===== config.mk =====
export PLATFORM = sky130hd
export DESIGN_NAME = sync_down_counter
export DESIGN_NICKNAME = d
export VERILOG_FILES = /design/src/rtl/sync_down_counter.sv
export SDC_FILE = /design/constraint.sdc
export NUM_CORES = 1
export LEC_CHECK = 0
export CAP_MARGIN = 20
export CELL_PAD_IN_SITES_DETAIL_PLACEMENT = 2
export CELL_PAD_IN_SITES_GLOBAL_PLACEMENT = 2
export CORE_MARGIN = 4
export CORE_UTILIZATION = 23
export CTS_CLUSTER_SIZE = 28
export DETAILED_ROUTE_END_ITERATION = 12
export GPL_TIMING_DRIVEN = 0
export PLACE_DENSITY = 0.69
export SLEW_MARGIN = 30
export SYNTH_ARGS = -nofsm -noshare
export SYNTH_HDL_FRONTEND = slang
export SYNTH_SLANG_ARGS = --single-unit

===== constraint.sdc =====
create_clock -name clk -period 1.99 [get_ports clk]
set_clock_uncertainty 0.15 [all_clocks]
set_input_delay 0.398 -clock clk [delete_from_list [all_inputs] [get_ports clk]]
set_output_delay 0.398 -clock clk [all_outputs]
set_load 0.01 [all_outputs]

===== src/rtl/sync_down_counter.sv =====
// Loadable WIDTH-bit down-counter with a registered one-cycle terminal-count pulse.
// Define SYNC_DOWN_COUNTER_AUTORELOAD_EN to reload from the last load value at expiry (divide-by-N).
//
// state | meaning
// IDLE  | never loaded, or loaded with zero
// RUN   | counting down while en is high
// DONE  | expired, holding zero until load or rst
module sync_down_counter #(
   parameter int WIDTH = 4
) (
   input  logic             clk,
   input  logic             rst,
   input  logic             load,
   input  logic [WIDTH-1:0] load_val,
   input  logic             en,
   output logic [WIDTH-1:0] out,
   output logic             tc,
   output logic             busy
);

   typedef enum logic [1:0] {
      IDLE = 2'd0,
      RUN  = 2'd1,
      DONE = 2'd2
   } state_t;

   localparam logic [WIDTH-1:0] ONE = WIDTH'(1);

   state_t           state_q;
   logic [WIDTH-1:0] out_q;
   logic             tc_q;
   logic             busy_q;
`ifdef SYNC_DOWN_COUNTER_AUTORELOAD_EN
   logic [WIDTH-1:0] reload_q;
`endif

   always_ff @(posedge clk) begin
      if (rst) begin
         state_q  <= IDLE;
         out_q    <= '0;
         tc_q     <= 1'b0;
         busy_q   <= 1'b0;
`ifdef SYNC_DOWN_COUNTER_AUTORELOAD_EN
         reload_q <= '0;
`endif
      end else if (load) begin
         out_q <= load_val;
         tc_q  <= 1'b0;
`ifdef SYNC_DOWN_COUNTER_AUTORELOAD_EN
         reload_q <= load_val;
`endif
         if (load_val != '0) begin
            state_q <= RUN;
            busy_q  <= 1'b1;
         end else begin
            state_q <= IDLE;
            busy_q  <= 1'b0;
         end
      end else begin
         tc_q <= 1'b0;
         case (state_q)
            RUN: begin
               if (en) begin
                  if (out_q > ONE) begin
                     out_q <= out_q - ONE;
                  end else begin
                     // out_q is 1 here: RUN is only entered with a nonzero value
                     tc_q <= 1'b1;
`ifdef SYNC_DOWN_COUNTER_AUTORELOAD_EN
                     out_q <= reload_q;
`else
                     out_q   <= '0;
                     state_q <= DONE;
                     busy_q  <= 1'b0;
`endif
                  end
               end
            end
            default: begin
               // IDLE and DONE hold the count and ignore en
            end
         endcase
      end
   end

   assign out  = out_q;
   assign tc   = tc_q;
   assign busy = busy_q;

endmodule


== Word-level counts from Yosys, hierarchy flattened ==
Cells that the tools add are included.

* Bits in registers: 8
* Input bits: 8
* Output and inout bits: 6

* Add/sub/neg operators: 1
* Magnitude comparators: 1
* Equality and inequality tests: 2
* Mux-type cells: 15
* Bitwise gates (word level): 2
* Reductions and logical operators: 6

{| class="wikitable"
|+ Operators with widths
! operator !! number
|-
| 2-to-1 mux 4 bit || 4
|-
| 2-to-1 mux 2 bit || 4
|-
| 2-to-1 mux 1 bit || 7
|-
| greater-than comparator 4 x 1 -> 1 bit (second input constant) || 1
|-
| nonzero test 2 bit || 2
|-
| nonzero test 4 bit || 1
|-
| OR reduction 4 bit || 1
|-
| subtractor 4 x 1 -> 4 bit (second input constant) || 1
|-
| AND reduction 3 bit || 1
|-
| equality test 2 x 1 -> 1 bit (second input constant) || 1
|-
| != test 2 bit (second input constant) || 1
|-
| NOT 1 bit || 2
|-
| AND reduction 2 bit || 1
|}

== Longest topological paths before layout ==
* Depth after elaboration: 5
* Gate-level depth with buffers: 5
* Mapped depth without buffers: 5

== Worst setup path after synthesis ==
OpenSTA, ideal clock, no wires.

* Kind: register to register
* Start: reg out_q[0], in the netlist out[0]
* End: reg out_q[0], in the netlist out[0]
* Library setup time: 0.095 ns
* Arrival time: 1.218 ns
* Slack: 0.526 ns
* Cell stages (with the launch flop): 6
* Path buffers: 0
* Path through: dfxtp_1 > inv_1 > ha_1 > nor2_2 > o311ai_1 > a221oi_1

* Cells in the longest elaborated chain, start to end: 5
* Elaborated cells between the ends (all ways): 6

{| class="wikitable"
|+ Ends and longest elaborated chain
! item !! line !! text
|-
| start: declaration || 30 || <nowiki>logic [WIDTH-1:0] out_q;</nowiki>
|-
| start signal: assignment || 47 || <nowiki>out_q <= load_val;</nowiki>
|-
| start signal: assignment || 65 || <nowiki>out_q <= out_q - ONE;</nowiki>
|-
| subtractor 4 x 1 -> 4 bit / greater-than comparator 4 x 1 -> 1 bit (equally long branches) || 65, 64 ||
|-
| 2-to-1 mux 4 bit (*) || 64 || <nowiki>if (out_q > ONE) begin</nowiki>
|-
| 2-to-1 mux 4 bit (*) || 63 || <nowiki>if (en) begin</nowiki>
|-
| 2-to-1 mux 4 bit (*) || 61 || <nowiki>case (state_q)</nowiki>
|-
| 2-to-1 mux 4 bit (*) || 46 || <nowiki>end else if (load) begin</nowiki>
|}

Mark *: on every way between the ends. The rest lies on a longest branch, timed or not. The select of a mux whose other input is x is not followed.
A chain may end at the register's enable or synchronous reset.

== Worst setup path in the final report ==
* Start: reg out_q[2], in the netlist out[2]
* End: out out[2]

{| class="wikitable"
|+ RTL lines
! item !! line !! text
|-
| end: declaration || 16 || <nowiki>output logic [WIDTH-1:0] out,</nowiki>
|}

No word-level cell between the ends.

==> flow_summary_export.csv <==
group,metric,value,unit
logic_synthesis,yosysTopAreaCell,"dfxtp_1",
power,p_leak,0.226,nW
drt,drc_errors,0,
global_routing,grt_pass1_vias,449,
die,ioPinCount,14,
placement,port-buffer-count,13,
clocking,ctsHtreeMaxLevel,1,
logic_synthesis,ys.flop_type,"dfxtp_1",
clocking,ctsResizeCount,0,
clocking,hold_buffers,0,
clocking,cts_root_buffer,"clkbuf_4",
clocking,cts_setup_buffers,0,
logic_synthesis,ys_ff_latch,7,
sta,fmax,0.524,GHz
placement,dp_hpwl,938,um
clocking,clk_latency,0.26,ns
critical_path,r2r_end,"state_q[0]",
logic_synthesis,synth-compound-area-share,0.243,
logic_synthesis,ys_seq_area_frac,0.349,
clocking,numCtsBuffers,3,
outcome,status,"completed",
sta,tightest_slew,0.316,ns
logic_synthesis,synth-simple-area-share,0.246,
finish,antenna_cells,0,
critical_path,worstPathRequired,1.44,ns
critical_path,cp_top_family,"buffers and inverters",
clocking,cts_tree,"done",
sta,finalCritPeriodShare,0.960,
min_path,hold_end,"state_q[1]",
global_routing,grt_overflow_total,0,
sta,relSlewSlack,0.789,
logic_synthesis,synth_xor_area_frac,0.0218,
drt,drt_iter0_markers,0,
critical_path,cp_data_arrival_time,1.36,ns
sta,finalSetupTns,0,ns
drt,drt_first_pass_iters,1,
global_routing,grt_pass1_wl,2130,um
critical_path,cp_slowest_stage_delay,0.60,ns
critical_path,r2r_slack,0.35,ns
finish,fin_util,0.367,
logic_synthesis,synth_fa_ha_area_frac,0.0623,
die,rows,14,
logic_synthesis,syn-cell-area,402,sq um
logic_synthesis,synth_mux_area_frac,0,
power,power.total,0.382,mW
sta,rsz0062_at_grt,"no",
global_routing,antenna_found_initial,0,
job,cap_viol_max_count,0,
clocking,cts_sinks,7,
sta,hold_viol_final,0,
drt,routedWlPerCell,15.6,um
drt,vias,409,
min_path,hp-class,"flip-flop to flip-flop",
logic_synthesis,synth_cell_types,25,
critical_path,reg2reg_depth,5,
clocking,ctsLongestPathBuffers,2,
critical_path,critPathMaxFanout,9,
die,die_area,2480,sq um
logic_synthesis,synth_top_family_by_area,"simple AND/OR/NAND/NOR gates",
finish,drive_above_1_share,0.113,
critical_path,path_cells,"clkdlybuf4s50_1",
logic_synthesis,avgSynthCellArea,8.93,sq um
finish,layout.nets,73,
logic_synthesis,ys_warn_count,0,
critical_path,cp.buffers_inverters,1,
power,vdd_ir_drop_max,0.203,mV
min_path,hold-path-cell-count,1,
logic_synthesis,syn-num-nets,55,
sta,drv_slew,0,
min_path,hold_path.startpoint,"state_q[1]",
critical_path,crit_type,"flip-flop to output pin",
logic_synthesis,synth_area_leaders,"dfxtp_1, inv_1, o311ai_1, ha_1, a221oi_1",
global_routing,grt_max_degree,10,
sta,final-setup-viol-count,0,
sta,post-route-min-period,1.91,ns
logic_synthesis,synthTopCellsByCount,"dfxtp_1, inv_1, o311ai_1",
finish,fin_cells,78,
die,die_w,49.8,um
critical_path,end_kind,"output pin",
die,chipHeight,49.8,um
critical_path,slowest_stage,"clkdlybuf4s50_1",
logic_synthesis,synth_top_area_frac,0.349,
critical_path,reg2reg_from,"out[0]",
critical_path,critPathLaunchType,"flip-flop",
finish,num-fill-cells,189,
placement,place_congestion,0.735,
die,core,1580,sq um
global_routing,grt_util_all_layers,0.119,
logic_synthesis,synth_edf_count,0,
logic_synthesis,synthArstFlopShare,0,
logic_synthesis,postSynthCellCount,45,
drt,totalWireLength,1210,um
drt,ant_nets,0,
die,start_util,0.255,
finish,syn_to_final_growth,43.9,%
placement,dp.cells,74,
power,p_per_area,661,nW/um^2
clocking,path_clk_slew,0.06,ns
drt,viasPerCell,5.24,
layout by cell type (no fill, tap or decap):
cell type | netlist | layout
a21oi_1 | 1 | 1
a221oi_1 | 2 | 2
a311oi_1 | 1 | 1
a31oi_1 | 2 | 2
and2_1 | 2 | 2
and3b_1 | 1 | 1
and4bb_1 | 1 | 1
buf_2 | 1 | 1
clkbuf_1 | 0 | 1
clkbuf_4 | 0 | 3
clkdlybuf4s50_1 | 0 | 13
dfxtp_1 | 7 | 7
ha_1 | 2 | 2
inv_1 | 7 | 7
nand2_1 | 1 | 1
nand3_1 | 1 | 1
nand3b_2 | 1 | 1
nand4b_1 | 1 | 1
nor2_1 | 2 | 2
nor2_2 | 1 | 1
nor3_1 | 2 | 2
nor4_2 | 1 | 1
o21a_1 | 1 | 1
o21ai_1 | 1 | 1
o22ai_1 | 1 | 1
o311ai_1 | 3 | 3
o41ai_1 | 1 | 1
xnor2_1 | 1 | 1
worst max-delay path by stage:
| stage | from | endpoint | slack (ns) | cells after the start |
|---|---|---|---|---|
| finish | out[2] | out[2] | 0.08 | 1 |
| global placement | en | state_q[0] | 0.22 | 4 |
| CTS | out[2] | out[2] | 0.06 | 1 |
| global route | out[2] | out[2] | 0.003 | 1 |
| detailed placement | en | state_q[0] | 0.22 | 4 |
| floorplan | out[0] | out[0] | 0.53 | 5 |
where the power goes:
group	internal [mW]	switching [mW]
clock	0.0770	0.0591
combinational	0.0456	0.0418
sequential	0.148	0.0103
layer usage:
metal,track usage,wire (um),part of all wire
met5,0,0,0
met4,0.0691,10,0.0082
met3,0.0602,80,0.066
met2,0.167,556,0.46
met1,0.143,567,0.47
state kept, by name (all words and copies together) (netlist names):
| signal | flops |
|---|---|
| out | 4 |
| tc | 1 |
| state_q | 2 |
area by class of cell:
cell class | instances | area, sq um | share of cell area
tap | 16 | 20.0 | 0.0346
buffer | 1 | 5.00 | 0.00866
inverter | 7 | 26.3 | 0.0455
timing repair buffer | 13 | 130 | 0.225
sequential | 7 | 140 | 0.242
clock buffer | 4 | 26.3 | 0.0455
multi-input combinational | 30 | 230 | 0.398
logic make-up (layout without fill, tap and decap cells):
group | after synthesis | count (layout)
simple gates | 14 | 14
flops | 7 | 7
buf+inv | 8 | 25
compound gates | 13 | 13
xor+xnor | 1 | 1
fa+ha+maj | 2 | 2
stage by stage:
step,cell area (sq um),setup WS (ns),hold WS (ns)
3_3_place_gp,552,0.220,0.342
5_1_grt,578,0.00298,0.391
2_1_floorplan,402,0.526,0.311
6_report,578,0.0802,0.359
4_1_cts,578,0.0619,0.371
3_5_place_dp,552,0.222,0.357
No activity file was read; power rests on OpenSTA's default activity.
